[src/rtl/regfile_write_queue_pkg.sv]
// Shared register-file constants used by the regfile, its write queue and their benches.
package regfile_pkg;

  localparam int unsigned REG_ADDR_WIDTH = 5;
  localparam int unsigned REG_DATA_WIDTH = 32;
  localparam int unsigned NUM_REGS       = 32;

  localparam logic [REG_ADDR_WIDTH-1:0] ZERO_REG = 5'd0;

endpackage

[src/rtl/regfile_write_queue_if.sv]
// Write-request handshake, regfile write port and both read paths of the write queue.
// master: upstream/regfile side; slave: the queue itself.
interface regfile_write_queue_if
  import regfile_pkg::*;
#(
  parameter int unsigned DEPTH      = 4,
  parameter int unsigned DATA_WIDTH = REG_DATA_WIDTH,
  parameter int unsigned ADDR_WIDTH = REG_ADDR_WIDTH
);

  localparam int unsigned CNT_W = $clog2(DEPTH) + 1;

  // write request handshake
  logic                  InValid;
  logic                  InReady;
  logic [ADDR_WIDTH-1:0] InRegister;
  logic [DATA_WIDTH-1:0] InData;

  // regfile write port
  logic                  WriteEnable;
  logic [ADDR_WIDTH-1:0] WriteRegister;
  logic [DATA_WIDTH-1:0] WriteData;
  logic                  RegWrite;

  // read paths
  logic [ADDR_WIDTH-1:0] ReadRegister1;
  logic [ADDR_WIDTH-1:0] ReadRegister2;
  logic [DATA_WIDTH-1:0] RfReadData1;
  logic [DATA_WIDTH-1:0] RfReadData2;
  logic [DATA_WIDTH-1:0] ReadData1;
  logic [DATA_WIDTH-1:0] ReadData2;

  logic [CNT_W-1:0]      Count;

  modport master (
    output InValid, InRegister, InData, WriteEnable,
    output ReadRegister1, ReadRegister2, RfReadData1, RfReadData2,
    input  InReady, WriteRegister, WriteData, RegWrite,
    input  ReadData1, ReadData2, Count
  );

  modport slave (
    input  InValid, InRegister, InData, WriteEnable,
    input  ReadRegister1, ReadRegister2, RfReadData1, RfReadData2,
    output InReady, WriteRegister, WriteData, RegWrite,
    output ReadData1, ReadData2, Count
  );

endinterface

[src/rtl/regfile_write_queue_bypass_lookup.sv]
// regfile_bypass_lookup: finds the newest occupied queue entry matching one read address.
// Ports: entry_addr/entry_data (storage), occupied (mask by slot), head (oldest slot),
//        rd_addr (lookup key); hit_c / hit_data_c (combinational result).
module regfile_bypass_lookup #(
  parameter int unsigned DEPTH      = 4,
  parameter int unsigned DATA_WIDTH = 32,
  parameter int unsigned ADDR_WIDTH = 5
) (
  input  logic [DEPTH-1:0][ADDR_WIDTH-1:0] entry_addr,
  input  logic [DEPTH-1:0][DATA_WIDTH-1:0] entry_data,
  input  logic [DEPTH-1:0]                 occupied,
  input  logic [$clog2(DEPTH)-1:0]         head,
  input  logic [ADDR_WIDTH-1:0]            rd_addr,
  output logic                             hit_c,
  output logic [DATA_WIDTH-1:0]            hit_data_c
);

  localparam int unsigned PTR_W = $clog2(DEPTH);

  logic [PTR_W-1:0] idx;

  // Walk slots oldest-to-newest from head; the last match seen is the newest one.
  always_comb begin
    hit_c      = 1'b0;
    hit_data_c = '0;
    idx        = '0;
    for (int unsigned i = 0; i < DEPTH; i++) begin
      idx = head + PTR_W'(i);
      if (occupied[idx] && (entry_addr[idx] == rd_addr)) begin
        hit_c      = 1'b1;
        hit_data_c = entry_data[idx];
      end
    end
  end

endmodule

[src/rtl/regfile_write_queue.sv]
// regfile_write_queue: circular write-back buffer in front of the regfile write port,
// with read forwarding of the newest pending value on both read ports.
// Ports: Clk, Reset (async, active-high), bus (slave side of regfile_write_queue_if).
module regfile_write_queue
  import regfile_pkg::*;
#(
  parameter int unsigned DEPTH      = 4,
  parameter int unsigned DATA_WIDTH = REG_DATA_WIDTH,
  parameter int unsigned ADDR_WIDTH = REG_ADDR_WIDTH
) (
  input logic                  Clk,
  input logic                  Reset,
  regfile_write_queue_if.slave bus
);

  localparam int unsigned PTR_W = $clog2(DEPTH);
  localparam int unsigned CNT_W = PTR_W + 1;

  logic [DEPTH-1:0][ADDR_WIDTH-1:0] addr_q;
  logic [DEPTH-1:0][DATA_WIDTH-1:0] data_q;
  logic [PTR_W-1:0]                 head_q;
  logic [PTR_W-1:0]                 tail_q;
  logic [CNT_W-1:0]                 count_q;

  logic                  empty_c;
  logic                  full_c;
  logic                  enq_c;
  logic                  deq_c;
  logic [DEPTH-1:0]      occupied_c;
  logic                  hit1_c;
  logic                  hit2_c;
  logic [DATA_WIDTH-1:0] fwd1_c;
  logic [DATA_WIDTH-1:0] fwd2_c;

  assign empty_c = (count_q == '0);
  assign full_c  = (count_q == CNT_W'(DEPTH));

  // Writes to register 0 are handshaken but never stored.
  assign enq_c = bus.InValid && !full_c && (bus.InRegister != ADDR_WIDTH'(ZERO_REG));
  assign deq_c = !empty_c && bus.WriteEnable;

  // Queue storage and pointers.
  always_ff @(posedge Clk or posedge Reset) begin
    if (Reset) begin
      addr_q  <= '0;
      data_q  <= '0;
      head_q  <= '0;
      tail_q  <= '0;
      count_q <= '0;
    end else begin
      if (enq_c) begin
        addr_q[tail_q] <= bus.InRegister;
        data_q[tail_q] <= bus.InData;
        tail_q         <= tail_q + PTR_W'(1);
      end
      if (deq_c) begin
        head_q <= head_q + PTR_W'(1);
      end
      if (enq_c && !deq_c) begin
        count_q <= count_q + CNT_W'(1);
      end else if (!enq_c && deq_c) begin
        count_q <= count_q - CNT_W'(1);
      end
    end
  end

  // A slot is occupied when its distance from head is below the count.
  for (genvar j = 0; j < DEPTH; j++) begin : g_occ
    assign occupied_c[j] = CNT_W'(PTR_W'(PTR_W'(j) - head_q)) < count_q;
  end

  regfile_bypass_lookup #(
    .DEPTH(DEPTH), .DATA_WIDTH(DATA_WIDTH), .ADDR_WIDTH(ADDR_WIDTH)
  ) u_lookup1 (
    .entry_addr(addr_q), .entry_data(data_q), .occupied(occupied_c), .head(head_q),
    .rd_addr(bus.ReadRegister1), .hit_c(hit1_c), .hit_data_c(fwd1_c)
  );

  regfile_bypass_lookup #(
    .DEPTH(DEPTH), .DATA_WIDTH(DATA_WIDTH), .ADDR_WIDTH(ADDR_WIDTH)
  ) u_lookup2 (
    .entry_addr(addr_q), .entry_data(data_q), .occupied(occupied_c), .head(head_q),
    .rd_addr(bus.ReadRegister2), .hit_c(hit2_c), .hit_data_c(fwd2_c)
  );

  // Regfile write port shows the head even while held; zero when empty.
  assign bus.InReady       = !full_c;
  assign bus.RegWrite      = deq_c;
  assign bus.WriteRegister = empty_c ? '0 : addr_q[head_q];
  assign bus.WriteData     = empty_c ? '0 : data_q[head_q];
  assign bus.Count         = count_q;

  assign bus.ReadData1 = (bus.ReadRegister1 == ADDR_WIDTH'(ZERO_REG)) ? '0 :
                         (hit1_c ? fwd1_c : bus.RfReadData1);
  assign bus.ReadData2 = (bus.ReadRegister2 == ADDR_WIDTH'(ZERO_REG)) ? '0 :
                         (hit2_c ? fwd2_c : bus.RfReadData2);

endmodule
[src/flat_wrapper.sv]
// flat-port wrapper written by rule: the top's interface ports become plain ports
module regfile_write_queue_flat import regfile_pkg::*;
#(
  parameter int unsigned DEPTH      = 4,
  parameter int unsigned DATA_WIDTH = REG_DATA_WIDTH,
  parameter int unsigned ADDR_WIDTH = REG_ADDR_WIDTH
)
  (Clk, Reset, bus_InValid, bus_InRegister, bus_InData, bus_WriteEnable, bus_ReadRegister1, bus_ReadRegister2, bus_RfReadData1, bus_RfReadData2, bus_InReady, bus_WriteRegister, bus_WriteData, bus_RegWrite, bus_ReadData1, bus_ReadData2, bus_Count);
  regfile_write_queue_if #(.DEPTH(DEPTH), .DATA_WIDTH(DATA_WIDTH), .ADDR_WIDTH(ADDR_WIDTH)) bus_i ();
  input logic Clk;
  input logic Reset;
  input wire logic [$bits(bus_i.InValid)-1:0] bus_InValid;
  input wire logic [$bits(bus_i.InRegister)-1:0] bus_InRegister;
  input wire logic [$bits(bus_i.InData)-1:0] bus_InData;
  input wire logic [$bits(bus_i.WriteEnable)-1:0] bus_WriteEnable;
  input wire logic [$bits(bus_i.ReadRegister1)-1:0] bus_ReadRegister1;
  input wire logic [$bits(bus_i.ReadRegister2)-1:0] bus_ReadRegister2;
  input wire logic [$bits(bus_i.RfReadData1)-1:0] bus_RfReadData1;
  input wire logic [$bits(bus_i.RfReadData2)-1:0] bus_RfReadData2;
  output wire logic [$bits(bus_i.InReady)-1:0] bus_InReady;
  output wire logic [$bits(bus_i.WriteRegister)-1:0] bus_WriteRegister;
  output wire logic [$bits(bus_i.WriteData)-1:0] bus_WriteData;
  output wire logic [$bits(bus_i.RegWrite)-1:0] bus_RegWrite;
  output wire logic [$bits(bus_i.ReadData1)-1:0] bus_ReadData1;
  output wire logic [$bits(bus_i.ReadData2)-1:0] bus_ReadData2;
  output wire logic [$bits(bus_i.Count)-1:0] bus_Count;
  assign bus_i.InValid = bus_InValid;
  assign bus_i.InRegister = bus_InRegister;
  assign bus_i.InData = bus_InData;
  assign bus_i.WriteEnable = bus_WriteEnable;
  assign bus_i.ReadRegister1 = bus_ReadRegister1;
  assign bus_i.ReadRegister2 = bus_ReadRegister2;
  assign bus_i.RfReadData1 = bus_RfReadData1;
  assign bus_i.RfReadData2 = bus_RfReadData2;
  assign bus_InReady = bus_i.InReady;
  assign bus_WriteRegister = bus_i.WriteRegister;
  assign bus_WriteData = bus_i.WriteData;
  assign bus_RegWrite = bus_i.RegWrite;
  assign bus_ReadData1 = bus_i.ReadData1;
  assign bus_ReadData2 = bus_i.ReadData2;
  assign bus_Count = bus_i.Count;
  regfile_write_queue #(.DEPTH(DEPTH), .DATA_WIDTH(DATA_WIDTH), .ADDR_WIDTH(ADDR_WIDTH)) u_core (.Clk(Clk), .Reset(Reset), .bus(bus_i));
endmodule
[config.mk]
export PLATFORM = sky130hd
export DESIGN_NAME = regfile_write_queue_flat
export DESIGN_NICKNAME = d
export VERILOG_FILES = /design/src/rtl/regfile_write_queue_pkg.sv /design/src/rtl/regfile_write_queue_if.sv /design/src/rtl/regfile_write_queue_bypass_lookup.sv /design/src/rtl/regfile_write_queue.sv /design/src/flat_wrapper.sv
export SDC_FILE = /design/constraint.sdc
export NUM_CORES = 1
export LEC_CHECK = 0
export ABC_AREA = 0
export BUFFER_PORTS_ARGS = -buffer_cell sky130_fd_sc_hd__buf_2
export CORE_ASPECT_RATIO = 0.6
export CORE_MARGIN = 2
export CORE_UTILIZATION = 30
export CTS_CLUSTER_SIZE = 12
export DETAILED_ROUTE_END_ITERATION = 6
export SKIP_CTS_REPAIR_TIMING = 1
export SLEW_MARGIN = 20
export SYNTH_ARGS = -nofsm -noshare
export SYNTH_HDL_FRONTEND = slang
export SYNTH_SLANG_ARGS = --single-unit
[constraint.sdc]
create_clock -name Clk -period 6.39 [get_ports Clk]
set_input_delay 0.639 -clock Clk [delete_from_list [all_inputs] [get_ports Clk]]
set_output_delay 0.639 -clock Clk [all_outputs]
set_load 0.03 [all_outputs]
; ---- Word-level counts from Yosys, hierarchy flattened
; Cells that the tools add are included.
[totals]
register_bits = 155
latchBits = 0
mem_bits_rw = 0
mem_bits_ro = 0
in_bits = 115
out_inout_bits = 106
n_memories = 0
[op_classes]
addsub = 10
n_mul = 0
div = 0
order_cmp = 10
n_eq_ne = 9
shift = 0
n_mux = 54
bitwise_logic = 0
reduce_logical = 23
[ops]
columns = cell, count
row1 = 32-bit 2-to-1 mux, 18
row2 = 32-bit binary-select mux with 2-bit select, 4
row3 = 128-bit bitwise mux, 1
row4 = 32-bit demux with 2-bit select, 1
row5 = 5-bit binary-select mux with 2-bit select, 4
row6 = 5-bit == test, 8
row7 = 5-bit 2-to-1 mux, 6
row8 = 20-bit bitwise mux, 1
row9 = "2-bit by 3-bit < comparator with 1-bit output, second input constant", 5
row10 = 1-bit logical AND, 14
row11 = 2-bit by 3-bit < comparator with 1-bit output, 4
row12 = 1-bit 2-to-1 mux, 12
row13 = 5-bit demux with 2-bit select, 1
row14 = 5-bit logical NOT, 2
row15 = 1-bit binary-select mux with 2-bit select, 4
row16 = 3-bit 2-to-1 mux, 2
row17 = 5-bit nonzero test, 1
row18 = "2-bit by 1-bit adder with 2-bit output, second input constant", 2
row19 = "2-bit adder, second input constant", 2
row20 = 1-bit logical NOT, 4
row21 = "1-bit by 2-bit subtractor with 2-bit output, first input constant", 2
row22 = "2-bit subtractor, first input constant", 2
row23 = "3-bit by 1-bit adder with 3-bit output, second input constant", 1
row24 = "3-bit == test, second input constant", 1
row25 = other kinds (4), 4

; ---- Depth between registers and ports, before layout
[logic_depth]
ltp_word = 11
mapped_depth = 20

; ---- Modules after synthesis
; Synthesis repeated with hierarchy kept, for this count alone.
[hier_totals]
hier_cells = 1666
area_unflattened_um2 = 17194.0
[modules_own_cells]
columns = module, instances, cells_each, area_per_inst_um2, seq_area_each_um2
row1 = regfile_bypass_lookup, 2, 531, 4494.3, 0.0
row2 = regfile_write_queue, 1, 604, 8205.4, 3878.7

; ---- Worst setup path after synthesis
; Ideal clock, no wire load.
[synth_timing]
path_type = reg2out
start = register u_core.head_q[1]
end = output bus_ReadData1[19]
arrival_ns = 4.871
required_time_ns = 5.751
path_slack_ns = 0.880
path_stages_with_launch = 19
n_path_buf = 8
cell_sequence = dfrtp_1 > buf_6 > buf_4 > buf_4 > buf_2 > buf_2 > buf_2 > buf_2 > xnor2_1 > inv_1 > ha_1 > nor2b_1 > o311ai_0 > a31oi_1 > a2111oi_4 > buf_6 > a221oi_1 > or3_1 > a31oi_1
[synth_via]
elab_chain_len = 11
elab_cells_between_ends = 53
classes_between = add/sub (7) / order compare (4) / eq/ne (4) / mux (34) / reduce/logical (4)
[synth_lines]
columns = element, line
row1 = "start, declared", regfile_write_queue.sv:21  ; logic [PTR_W-1:0] head_q;
row2 = "start signal, assigned", regfile_write_queue.sv:57  ; head_q <= head_q + PTR_W'(1);
row3 = 1-bit by 2-bit subtractor with 2-bit output / 2-bit subtractor (equally long branches), regfile_write_queue.sv:69  ; assign occupied_c[j] = CNT_W'(PTR_W'(PTR_W'(j) - head_q)) < count_q;
row4 = 2-bit by 3-bit < comparator with 1-bit output, regfile_write_queue.sv:69
row5 = 1-bit binary-select mux with 2-bit select, regfile_write_queue_bypass_lookup.sv:29  ; if (occupied[idx] && (entry_addr[idx] == rd_addr)) begin
row6 = 1-bit 2-to-1 mux (implied by the code), regfile_write_queue_bypass_lookup.sv:29
row7 = 1-bit logical AND, regfile_write_queue_bypass_lookup.sv:29
row8 = 32-bit 2-to-1 mux / 1-bit 2-to-1 mux (equally long branches) (4 in a row), regfile_write_queue_bypass_lookup.sv:29
row9 = 32-bit 2-to-1 mux (*), regfile_write_queue.sv:94  ; (hit1_c ? fwd1_c : bus.RfReadData1);
row10 = 32-bit 2-to-1 mux (*), regfile_write_queue.sv:93  ; assign bus.ReadData1 = (bus.ReadRegister1 == ADDR_WIDTH'(ZERO_REG)) ? '0 :
row11 = "end, declared", flat_wrapper.sv:24  ; output wire logic [$bits(bus_i.ReadData1)-1:0] bus_ReadData1;
; Mark *: on every way between the ends. The rest lies on a longest branch, timed or not. The select of a mux whose other input is x is not followed.

; ---- Final worst setup path
[layout_timing]
start = register u_core.head_q[1]
end = output bus_ReadData2[1]
[layout_via]
elab_chain_len = 11
elab_cells_between_ends = 53
classes_between = add/sub (7) / order compare (4) / eq/ne (4) / mux (34) / reduce/logical (4)
[layout_lines]
columns = element, line
row1 = 1-bit by 2-bit subtractor with 2-bit output / 2-bit subtractor (equally long branches), regfile_write_queue.sv:69
row2 = 2-bit by 3-bit < comparator with 1-bit output, regfile_write_queue.sv:69
row3 = 1-bit binary-select mux with 2-bit select, regfile_write_queue_bypass_lookup.sv:29
row4 = 1-bit 2-to-1 mux (implied by the code), regfile_write_queue_bypass_lookup.sv:29
row5 = 1-bit logical AND, regfile_write_queue_bypass_lookup.sv:29
row6 = 32-bit 2-to-1 mux / 1-bit 2-to-1 mux (equally long branches) (4 in a row), regfile_write_queue_bypass_lookup.sv:29
row7 = 32-bit 2-to-1 mux (*), regfile_write_queue.sv:96  ; (hit2_c ? fwd2_c : bus.RfReadData2);
row8 = 32-bit 2-to-1 mux (*), regfile_write_queue.sv:95  ; assign bus.ReadData2 = (bus.ReadRegister2 == ADDR_WIDTH'(ZERO_REG)) ? '0 :
row9 = "end, declared", flat_wrapper.sv:25  ; output wire logic [$bits(bus_i.ReadData2)-1:0] bus_ReadData2;
; Marks and branches as above.

==> results.md <==
- Status: completed
- Max Cap Violations: 0
- Die ar.: 45400 sq um
- FFs w/ async S/R, synth: 100%
- Post-Route WL: 44800 um
- Flops & latches, synth: 155
- Most frequent cells in the layout: 220 x buf_2, 160 x mux2_2, 153 x dfrtp_1, 128 x mux4_2, 84 x a21oi_1
- Die width: 274 um
- Post-synthesis adder-cell area fraction: 1.01%
- Max Fclk: 0.176 GHz
- Simple-gate share of the synthesized area: 8.77%
- Reg-to-reg slack, setup: 3300 ps
- Starting Density: 30.3%
- Worst hold path class: input port to asynchronous set/reset pin
- Drt initial violations: 872
- Core ar.: 43200 sq um
- Max_slew headroom: 30.7%
- XOR/XNOR Fraction of Synth Area: 3.14%
- Final Hold Fails: 0
- Post-DP HPWL: 29800 um
- CTS tree: done
- RSZ-0062 raised after global routing: false
- DRC viols: 0
- Vias in the first global route: 10900
- WL per Instance: 23.5 um
- Worst-Skew Late Latency: 440 ps
- Syn_nets: 1300
- I/O Pins: 221
- Tmin final: 5690 ps
- Num CTS Buffers: 17
- Compound-Gate Fraction of Synth Area: 14.0%
- Final slew viol count: 0
- Cells after Synth: 1175
- Sequential share of the synthesized area: 29.6%
- Grt ovf: 0
- CP max stage cell: nor4_4
- Avg Cell Area, Syn: 11.2 sq um
- Synth unique cells: 53
- Startpoint types: flop
- Clock Tree Root: clkbuf_16
- Layout area overhead: 15.3%
- Mux cell area share after synthesis: 38.2%
- Largest net degree at the start of global routing: 158
- Worst EP required: 5750 ps
- Total track usage: 19.7%
- Setup violations, final: 0
- Nets: 1437
- IO Port Bufs: 220
- Critical path class: flop to primary output
- Placer Congestion: 0.823
- Max incr delay on CP: 990 ps
- Worst setup EP type: primary output
- Area contributors post-synth: dfrtp_1 30%, mux4_2 22%, mux2_2 14%, a21oi_1 3.2%, a221oi_1 2.1%
- Vias/cell: 5.85
- Largest family of logic cells by synthesized area: multiplexers
- Warnings from Yosys: 0
- Global-route wire length before repair: 67900 um
- DR vias: 11100
- Clk_skew: 7.92 ps
- Top FF cell, synth: dfrtp_1
- # H-tree levels: 4
- Slew @ Worst Pin: 1040 ps
- Worst-path maximum fanout: 40
- Total clock sinks: 155
- Synth Cell Area: 13100 sq um
- Commonest non-fill, non-tap cell in the layout: buf_2
- Reg clk slew, reported paths: 60 ps
- Final period utilization: 89.1%
- Fillcell total: 4304
- Worst endpoint data arrival time: 5060 ps
- Post-synth EDFFs: 0
- CP Cell Sequence: buf_4 -> ha_1 -> nor2b_1 -> mux4_2 -> o21a_1 -> and3_2 -> nor4_4 -> buf_4 -> a21oi_1 -> a21oi_1 -> buf_2
- Layout cells sized above 1: 44.5%
- DR pass1 iterations: 5
- Synth area leader: dfrtp_1
- Die Span Y: 166 um
- Setup tns final: 0 ps
- Initial antenna violation count: 3
- Post-synth top area share: 29.6%
- FP Rows: 59
- Routed Antenna Nets: 0
- Clk buf depth: 2
==> sequential cells by signal, indices dropped and copies added, names as in the netlist <==
name	count
u_core.addr_q	20
u_core.bus.Count	3
u_core.data_q	128
u_core.head_q	2
u_core.tail_q	2
==> through the flow <==
| stage | instances | hold WS (ps) | area [sq um] | util, % | setup WS [ps] |
|---|---|---|---|---|---|
| final | 1905 | 318 | 15100 | 35.0 | 696 |
| after global routing | 1903 | 376 | 15100 | 35.0 | 416 |
| after CTS | 1903 | 360 | 15100 | 35.0 | 665 |
| after detailed placement | 1872 | 521 | 14500 | 33.6 | 1160 |
| after global placement | 1872 | 510 | 14500 | 33.6 | 1280 |
| after floorplan | 1175 | 496 | 13100 | - | 880 |
==> final cells by class <==
class                      instances  area, sq um  area share, %
tap                              579          724           4.80
multi-input combinational        882         8570           56.8
sequential                       155         3890           25.7
timing repair buffer             242         1280           8.47
antenna                            2         5.00         0.0331
inverter                          14         60.1          0.398
clock inverter                    13          135          0.895
clock buffer                      18          439           2.91
==> worst paths after layout <==
| kind | start | end | cells past startpoint |
|---|---|---|---|
| max in group asynchronous | Reset | u_core.addr_q[9] | 3 |
| min in group Clk | bus_InData[12] | u_core.data_q[12] | 2 |
| setup / recovery | u_core.head_q[1] | bus_ReadData2[1] | 11 |
| hold reg to reg | u_core.data_q[107] | u_core.data_q[107] | 1 |
| setup reg to reg | u_core.bus.Count[2] | u_core.data_q[50] | 7 |
| hold / removal | Reset | u_core.data_q[32] | 2 |
==> logic make-up (layout without fill, tap and decap cells) <==
group,after synthesis,in the layout
buffers and inverters,138,287
other,0,2
muxes,313,313
DFF,155,155
and+or+nand+nor,222,222
AOI/OAI and AO/OA,290,290
xor gates and xnor gates,47,47
adders and majority gates,10,10
==> synthesized netlist by cell type (2+ instances only) <==
| cell | instances |
|---|---|
| nor3_1 | 8 |
| xnor2_1 | 31 |
| mux2_2 | 160 |
| inv_1 | 13 |
| buf_6 | 14 |
| o21ai_1 | 28 |
| buf_2 | 33 |
| and3_1 | 17 |
| o21ai_0 | 52 |
| a21oi_1 | 84 |
| a221o_1 | 4 |
| o21a_1 | 2 |
| mux4_2 | 128 |
| nand3_1 | 20 |
| nor2b_1 | 33 |
| a31o_2 | 3 |
| dfrtp_1 | 155 |
| buf_1 | 4 |
| a22oi_1 | 2 |
| ha_1 | 9 |
| nand4_1 | 2 |
| nor2_1 | 49 |
| a31oi_1 | 32 |
| mux4_1 | 4 |
| mux2i_1 | 21 |
| xor2_1 | 16 |
| clkbuf_1 | 64 |
| buf_4 | 9 |
| a311o_1 | 2 |
| nand2b_1 | 2 |
| a21o_1 | 28 |
| nand2_1 | 50 |
| o221ai_1 | 15 |
| o2111ai_1 | 2 |
| or3_1 | 31 |
| a221oi_1 | 31 |
==> routing by layer <==
layer	track usage, %	routed length [um]
met1	27.6	19600
met3	6.12	4130
met5	0	13
met2	29.5	20300
met4	4.75	747
==> critical path, delay by kind of cell, from the launching register on <==
| kind | cells | cell delay, ps |
|---|---|---|
| multiplexers | 1 | 470 |
| AO/OA/AOI/OAI | 3 | 480 |
| buffers and inverters | 3 | 1220 |
| flip-flops | 1 | 530 |
| adder cells (fa/ha/maj) | 1 | 280 |
| AND/OR/NAND/NOR | 3 | 1600 |
Power is not shown: default switching activity piles up to over one toggle a cycle in this logic, so the estimate is an artifact.
